--- src/rtl/fetch_unit_pkg.sv ---
// Shared core definitions: fetch FSM states, instruction size, control-flow opcodes.
// No logic; constants and types only.
// Imported by the fetch stage and its instruction buffer.
package fetch_unit_pkg;

   typedef enum logic [1:0] {
      IDLE = 2'd0,
      REQ  = 2'd1,
      WAIT = 2'd2,
      FULL = 2'd3
   } fetch_state_t;

   localparam int unsigned INSTR_BYTES = 4;

   // Opcodes resolved by the jump and branch unit
   localparam logic [6:0] OPC_JAL    = 7'b1101111;
   localparam logic [6:0] OPC_JALR   = 7'b1100111;
   localparam logic [6:0] OPC_BRANCH = 7'b1100011;

endpackage

--- src/rtl/fetch_unit_buffer.sv ---
// One-entry instruction register between the memory response and decode.
// Latency: captured word is visible the cycle after capture_i.
// Backpressure: holds instr/pc stable until ready_i; flush_i wins over everything.
module fetch_buffer
   import fetch_unit_pkg::*;
#(
   parameter int unsigned XLEN = 32
) (
   input  logic            clk,
   input  logic            rst,
   input  logic            capture_i,
   input  logic            flush_i,
   input  logic            ready_i,
   input  logic [31:0]     data_i,
   input  logic [XLEN-1:0] pc_i,
   output logic            valid_o,
   output logic [31:0]     instr_o,
   output logic [XLEN-1:0] pc_o
);

   logic            valid_q, valid_d;
   logic [31:0]     instr_q, instr_d;
   logic [XLEN-1:0] pc_q, pc_d;

   // Valid bit: flush beats capture beats consumption; payload loads only on capture
   always_comb begin
      valid_d = valid_q;
      instr_d = instr_q;
      pc_d    = pc_q;
      if (flush_i) begin
         valid_d = 1'b0;
      end else if (capture_i) begin
         valid_d = 1'b1;
         instr_d = data_i;
         pc_d    = pc_i;
      end else if (valid_q && ready_i) begin
         valid_d = 1'b0;
      end
   end

   // Buffer registers
   always_ff @(posedge clk) begin
      if (rst) begin
         valid_q <= 1'b0;
         instr_q <= '0;
         pc_q    <= '0;
      end else begin
         valid_q <= valid_d;
         instr_q <= instr_d;
         pc_q    <= pc_d;
      end
   end

   assign valid_o = valid_q;
   assign instr_o = instr_q;
   assign pc_o    = pc_q;

endmodule

--- src/rtl/fetch_unit.sv ---
// Instruction fetch: owns the PC, one outstanding memory request, one buffered instruction.
// Latency: rvalid at t -> instr_valid at t+1; 3 cycles per instruction with a 1-cycle memory.
// Backpressure: no new request until decode takes the buffered word; redirects drop wrong-path fetches.
module fetch_unit
   import fetch_unit_pkg::*;
#(
   parameter int unsigned     XLEN         = 32,
   parameter logic [XLEN-1:0] RESET_VECTOR = '0
) (
   input  logic            clk,
   input  logic            rst,
   output logic            imem_req,
   output logic [XLEN-1:0] imem_addr,
   input  logic            imem_gnt,
   input  logic            imem_rvalid,
   input  logic [31:0]     imem_rdata,
   output logic            instr_valid,
   input  logic            instr_ready,
   output logic [31:0]     instr,
   output logic [XLEN-1:0] instr_pc,
   input  logic            jack,
   input  logic            je,
   input  logic [XLEN-1:0] jump_target,
   output logic            target_misaligned
);

   localparam logic [XLEN-1:0] INSTR_STEP = XLEN'(INSTR_BYTES);

   fetch_state_t    state_q, state_d;
   logic [XLEN-1:0] pc_q, pc_d;
   logic            drop_q, drop_d;
   logic            mis_q, mis_d;

   logic redirect;
   logic accept;
   logic capture;
   logic buf_vld;

   assign redirect = jack & je;
   assign accept   = buf_vld & instr_ready;
   // A response fills the buffer only if it is on the current path
   assign capture  = (state_q == WAIT) & imem_rvalid & ~drop_q & ~redirect;

   // State register with PC, wrong-path drop flag and misalignment pulse
   always_ff @(posedge clk) begin
      if (rst) begin
         state_q <= IDLE;
         pc_q    <= RESET_VECTOR;
         drop_q  <= 1'b0;
         mis_q   <= 1'b0;
      end else begin
         state_q <= state_d;
         pc_q    <= pc_d;
         drop_q  <= drop_d;
         mis_q   <= mis_d;
      end
   end

   // Next state, PC and drop flag; a redirect overrides sequential advance and decode accept
   always_comb begin
      state_d = state_q;
      pc_d    = pc_q;
      drop_d  = drop_q;
      mis_d   = redirect & (jump_target[1:0] != 2'b00);
      case (state_q)
         IDLE: state_d = REQ;
         REQ: begin
            if (imem_gnt) begin
               state_d = WAIT;
               // The granted request targets the old path
               if (redirect) drop_d = 1'b1;
            end
         end
         WAIT: begin
            if (imem_rvalid) begin
               // This response is either stale or consumed; no drop remains either way
               drop_d  = 1'b0;
               state_d = (drop_q | redirect) ? REQ : FULL;
            end else if (redirect) begin
               drop_d = 1'b1;
            end
         end
         FULL: begin
            if (redirect || accept) state_d = REQ;
         end
         default: state_d = IDLE;
      endcase
      if (capture)  pc_d = pc_q + INSTR_STEP;
      if (redirect) pc_d = {jump_target[XLEN-1:2], 2'b00};
   end

   // Memory port outputs derive from registered state only
   always_comb begin
      imem_req          = (state_q == REQ);
      imem_addr         = pc_q;
      target_misaligned = mis_q;
   end

   fetch_buffer #(.XLEN(XLEN)) u_buf (
      .clk       (clk),
      .rst       (rst),
      .capture_i (capture),
      .flush_i   (redirect),
      .ready_i   (instr_ready),
      .data_i    (imem_rdata),
      .pc_i      (pc_q),
      .valid_o   (buf_vld),
      .instr_o   (instr),
      .pc_o      (instr_pc)
   );

   assign instr_valid = buf_vld;

endmodule

--- config.mk ---
export PLATFORM = sky130hd
export DESIGN_NAME = fetch_unit
export DESIGN_NICKNAME = d
export VERILOG_FILES = /design/src/rtl/fetch_unit_pkg.sv /design/src/rtl/fetch_unit_buffer.sv /design/src/rtl/fetch_unit.sv
export SDC_FILE = /design/constraint.sdc
export NUM_CORES = 1
export LEC_CHECK = 0
export BUFFER_PORTS_ARGS = -buffer_cell sky130_fd_sc_hd__buf_2
export CAP_MARGIN = 20
export CORE_ASPECT_RATIO = 1.1
export CORE_UTILIZATION = 30
export DETAILED_ROUTE_END_ITERATION = 10
export PLACE_DENSITY = 0.53
export SLEW_MARGIN = 30
export SYNTH_ARGS = -nofsm -noshare
export SYNTH_HDL_FRONTEND = slang
export SYNTH_SLANG_ARGS = --single-unit
--- constraint.sdc ---
create_clock -name clk -period 2.9 [get_ports clk]
set_input_delay 0.145 -clock clk [delete_from_list [all_inputs] [get_ports clk]]
set_output_delay 0.145 -clock clk [all_outputs]
set_load 0.02 [all_outputs]
# After elaboration in Yosys (flattened, before gate mapping)
# Cells that the tools add are included.
[word_totals]
reg_bits = 101
out_inout_bits = 99
[op_classes]
add_sub_neg = 1
eq_ne = 6
n_mux = 13
n_bitwise = 9
n_reduce_logical = 11
[ops]
columns = ["operator", "n"]
rows = [
  ["32-bit two-way mux", 2],
  ["32-bit by 3-bit adder with 32-bit output, second input constant", 1],
  ["2-bit two-way mux", 4],
  ["2-bit one-hot mux with 4 select lines", 1],
  ["2-bit nonzero test", 4],
  ["1-bit AND", 6],
  ["1-bit two-way mux", 5],
  ["2-bit == test, second input constant", 2],
  ["2-bit inequality test, second input constant", 2],
  ["2-bit AND reduction", 2],
  ["3-bit AND reduction", 1],
  ["2-bit by 1-bit == test with 1-bit output, second input constant", 1],
  ["2-bit zero test", 1],
  ["2-bit by 1-bit inequality test with 1-bit output, second input constant", 1],
  ["1-bit inverter", 2],
  ["1-bit one-hot mux with 2 select lines", 1],
  ["2-bit OR reduction", 1],
  ["1-bit logical AND", 1],
  ["1-bit logical OR", 1],
  ["1-bit bitwise OR", 1],
]

# Longest topological paths before layout
[depth]
depth_word = 6
mapped_depth = 9
mapped_depth_nobuf = 6

# By module
# Synthesis repeated with hierarchy kept, for this count alone.
[hier_totals]
cells_unflattened = 530
area_unflattened_um2 = 5011.1
[by_module_without_submodules]
columns = ["mod", "n_inst", "cells_each", "area_per_inst_um2", "seq_area_each_um2"]
rows = [
  ["fetch_buffer", 1, 296, 3083.0, 1301.2],
  ["fetch_unit", 1, 234, 1928.1, 680.7],
]

# Least setup slack after synthesis
# OpenSTA, ideal clock, no wires.
[synth_timing]
path_kind = "reg2reg"
start = "register state_q[0]"
end = "register pc_q[25] (netlist: imem_addr[25])"
setup_ns = 0.091
arrival_time_ns = 1.920
required_ns = 2.809
slack_ns = 0.889
stages_incl_launch_ff = 8
path_buffers = 1
path_cell_list = "dfxtp_1 -> inv_1 -> ha_1 -> clkbuf_2 -> nand3b_2 -> or4_4 -> or3_1 -> a311oi_1"
[synth_between]
elab_chain_len = 5
[synth_lines]
columns = ["element", "line_no", "text"]
rows = [
  ["start, declared", "fetch_unit.sv:29", "fetch_state_t state_q, state_d;"],
  ["start signal, assigned", "fetch_unit.sv:52", "state_q <= state_d;"],
  ["2-bit == test", "fetch_unit.sv:42", "assign capture = (state_q == WAIT) & imem_rvalid & ~drop_q & ~redirect;"],
  ["1-bit AND (3 in series)", "fetch_unit.sv:42", ""],
  ["2-bit nonzero test (no line)", "n/a", ""],
  ["end signal, assigned", "fetch_unit.sv:53", "pc_q <= pc_d;"],
  ["end, declared", "fetch_unit.sv:30", "logic [XLEN-1:0] pc_q, pc_d;"],
]
# No other way between the ends.
# A chain may end at the register's enable or synchronous reset.

# Worst setup path after layout
[layout_timing]
start = "register state_q[1]"
end = "register pc_q[18] (netlist: imem_addr[18])"
# The elaborated chain is that of the path after synthesis.

==> results.yml <==
status:
  outcome: "finished clean"
floorplanning:
  initial_core_util_pct: 30.9
  core_area_mm2: 0.0139
  fp-row-count: 45
  chipHeight_um: 127
  io_pins: 170
  die_area_mm2: 0.0148
  die_w_um: 116
setup_path:
  critPathArrivalTime_ns: 2.47
  worstPathMaxFanout: 10
  r2r-start: "state_q[1]"
  cp-end-kind: "flip-flop"
  cp-startpoint: "state_q[1]"
  cp.required_ns: 3.15
  worstRegToRegCells: 5
  cp-start-kind: "flip-flop"
  worst-setup-path-type: "reg2reg"
  r2r-end: "imem_addr[18]"
  reg2reg_slack_ns: 0.68
clock_tree:
  ctsResizeCount: 0
  cts.sink_count: 97
  cts_tree: "done"
  clk_pin_slew_ns: 0.06
  worstSkewPairLatency_ns: 0.35
  cts-root-buf: "clkbuf_16"
  cts_setup_buffers: 0
  cts_max_path_buffers: 2
  holdBufCountCts: 0
  ctsHtreeMaxLevel: 3
  numCtsBuffers: 9
global_route:
  antenna_found_initial: 1
  grt_util_met2_pct: 29.3
  globalRoute.totalOverflow: 0
  grt.busiest_layer: "met2"
  gr-usage-all-layers_pct: 18.4
  grt_pass1_wl_mm: 21.0
  grt_pass1_vias: 4106
  met1_usage_pct: 24.1
  use_met3_pct: 3.51
  grt_max_degree: 67
layout:
  fin_nets: 762
  drive_gt1_share_pct: 28.5
  fin_area_mm2: 0.00554
  synthToLayoutAreaGrowth_pct: 29.4
timing:
  fmax_ghz: 0.450
  worstMarginPinSlew_ns: 0.697
  whs_ns: 0.0332
  setup-tns-final_ns: 0
  rsz0062_at_grt: "false"
  hold_violations: 0
  fin_crit_sh_pct: 76.6
  setup_viol: 0
  fin_worst_skew_ns: 0.00555
  period_needed_ns: 2.22
  maxSlewHeadroom_pct: 53.6
  finalMaxSlewViolations: 0
pwr:
  p_leak_nw: 2.25
  ir_drop_mv: 0.214
  p_per_area_mw_per_mm2: 524
logic_synthesis:
  synth-async-reset-ratio_pct: 0
  synth-edff-count: 0
  synth-seq-cells: 97
  ys.flop_type: "dfxtp_1"
  ys_warn_count: 0
  synth_area_mm2: 0.00428
  syn_avg_cell_area_um2: 7.86
  ys_seq_area_share_pct: 45.3
  ys_types: 46
  syn_inst: 545
placed_design:
  port_buffers: 165
  gp_congestion: 0.808
  post-dp-hpwl_mm: 9.31
  postPlaceCellArea_mm2: 0.00526
min_path:
  hold-path-endpoint: "u_buf.instr_o[0]"
  hold_path_class: "in2reg"
  min_path_cells: 3
  hold_path.startpoint: "imem_rdata[0]"
routing:
  routedWlPerCell_um: 15.0
  route.antenna.remaining_nets: 0
  vias_per_cell: 4.98
  drc_errors: 0
  drt_pre_antenna_iters: 4
  vias: 4378
  wirelength_mm: 13.2
  drt_iter0_drc: 276
flow_run:
  maxCapViolCount: 0
[final cells by class]
class	instances	area, um^2
fillers	1461	8310
clock buffers	11	233
inverters	6	22.5
flip-flops and latches	97	1940
repair buffers	172	906
well taps	188	235
diodes	1	2.50
multi-input cells	401	2160
clock inverters	4	45.0
[where the power goes]
part | switching [mW] | internal, mW | leakage, nW
Combinational | 0.191 | 0.121 | 1.32
Sequential | 0.0601 | 1.37 | 0.788
Clock | 0.499 | 0.660 | 0.139
[layer usage]
metal	vias to the layer above	wire length (um)
li1	2193	-
met1	2031	5900
met2	137	6310
met3	17	732
met4	0	263
met5	-	0
[sequential cells by signal, indices dropped and copies added, names as in the netlist]
signal and flops:
u_buf.instr_o 32, u_buf.pc_o 30, target_misaligned 1, imem_addr 30, drop_q 1, u_buf.valid_o 1, state_q 2
[per-stage QoR]
| step | setup slack [ns] | utilization (%) | power [mW] | instances |
|---|---|---|---|---|
| 3_5_place_dp | 0.696 | 38.0 | 1.78 | 864 |
| 6_report | 0.679 | 40.0 | 2.90 | 880 |
| 5_1_grt | 0.479 | 40.0 | 3.03 | 879 |
| 3_3_place_gp | 0.804 | 38.0 | 1.77 | 864 |
| 4_1_cts | 0.690 | 40.0 | 2.95 | 879 |
| 2_1_floorplan | 0.889 | - | 1.64 | 548 |
[how the worst max path moves through the flow]
stage	to	slack (ns)	cells past startpoint
after global placement	imem_addr[18]	0.80	5
after detailed placement	imem_addr[18]	0.70	5
after floorplan	imem_addr[25]	0.89	7
after global routing	imem_addr[18]	0.48	5
final	imem_addr[18]	0.68	5
after CTS	imem_addr[18]	0.69	5
[cell families (layout without fill, tap and decap cells)]
logic type | count (synthesis) | after routing | synth area share, %
buf+inv | 50 | 193 | 4.91
flops | 97 | 97 | 45.3
simple gates | 262 | 262 | 29.3
compound gates | 121 | 121 | 17.1
mux | 1 | 1 | 0.263
fa+ha+maj | 4 | 4 | 1.17
xor+xnor | 9 | 9 | 1.84
other cells | 1 | 5 | 0.0875
[placed cells by master, fill, tap and decap left out, types with 2 or more instances in the layout]
| cell | count |
|---|---|
| a211oi_1 | 10 |
| a21oi_1 | 71 |
| a311oi_1 | 14 |
| a31oi_1 | 2 |
| and2_1 | 5 |
| and3_1 | 8 |
| and4_1 | 5 |
| buf_12 | 2 |
| buf_2 | 164 |
| buf_4 | 6 |
| clkbuf_1 | 2 |
| clkbuf_16 | 9 |
| clkinv_2 | 3 |
| conb_1 | 4 |
| dfxtp_1 | 97 |
| ha_1 | 4 |
| inv_1 | 6 |
| nand2_1 | 141 |
| nand2_2 | 2 |
| nand3_1 | 16 |
| nand4_1 | 14 |
| nor2_1 | 28 |
| nor2b_1 | 2 |
| nor3_1 | 6 |
| nor4_1 | 8 |
| o211ai_1 | 7 |
| o21ai_0 | 7 |
| o31ai_1 | 5 |
| or3_1 | 7 |
| or4_1 | 8 |
| or4_4 | 2 |
| xnor2_1 | 6 |
| xor2_1 | 3 |
[critical path, cell delays in order (launching register included)]
cell	delay, ns
dfxtp_1	0.38
ha_1	0.31
and4b_1	0.47
nand4_2	0.29
or3_1	0.41
a311oi_1	0.27
[cell usage after synthesis, drive strengths merged, types with 2 or more instances]
cell type	number	share of area (%)
and3	8	1.2
nor2b	2	0.29
clkbuf	35	3.1
a31oi	2	0.29
a21oi	71	8.3
or4	10	1.9
buf	9	1.3
a311oi	14	2.9
and4	6	1.3
o21ai	7	0.82
nand3	16	1.9
xor2	3	0.61
xnor2	6	1.2
inv	6	0.53
o31ai	5	0.88
ha	4	1.2
nor2	29	2.5
nand3b	2	0.44
o211ai	7	1.2
or3	7	1.0
and2	5	0.73
a211oi	10	1.8
dfxtp	97	45
nor4	8	1.2
nor3	6	0.70
nand4	16	2.8
nand2	143	13
Power figures use the tool's default switching activity.
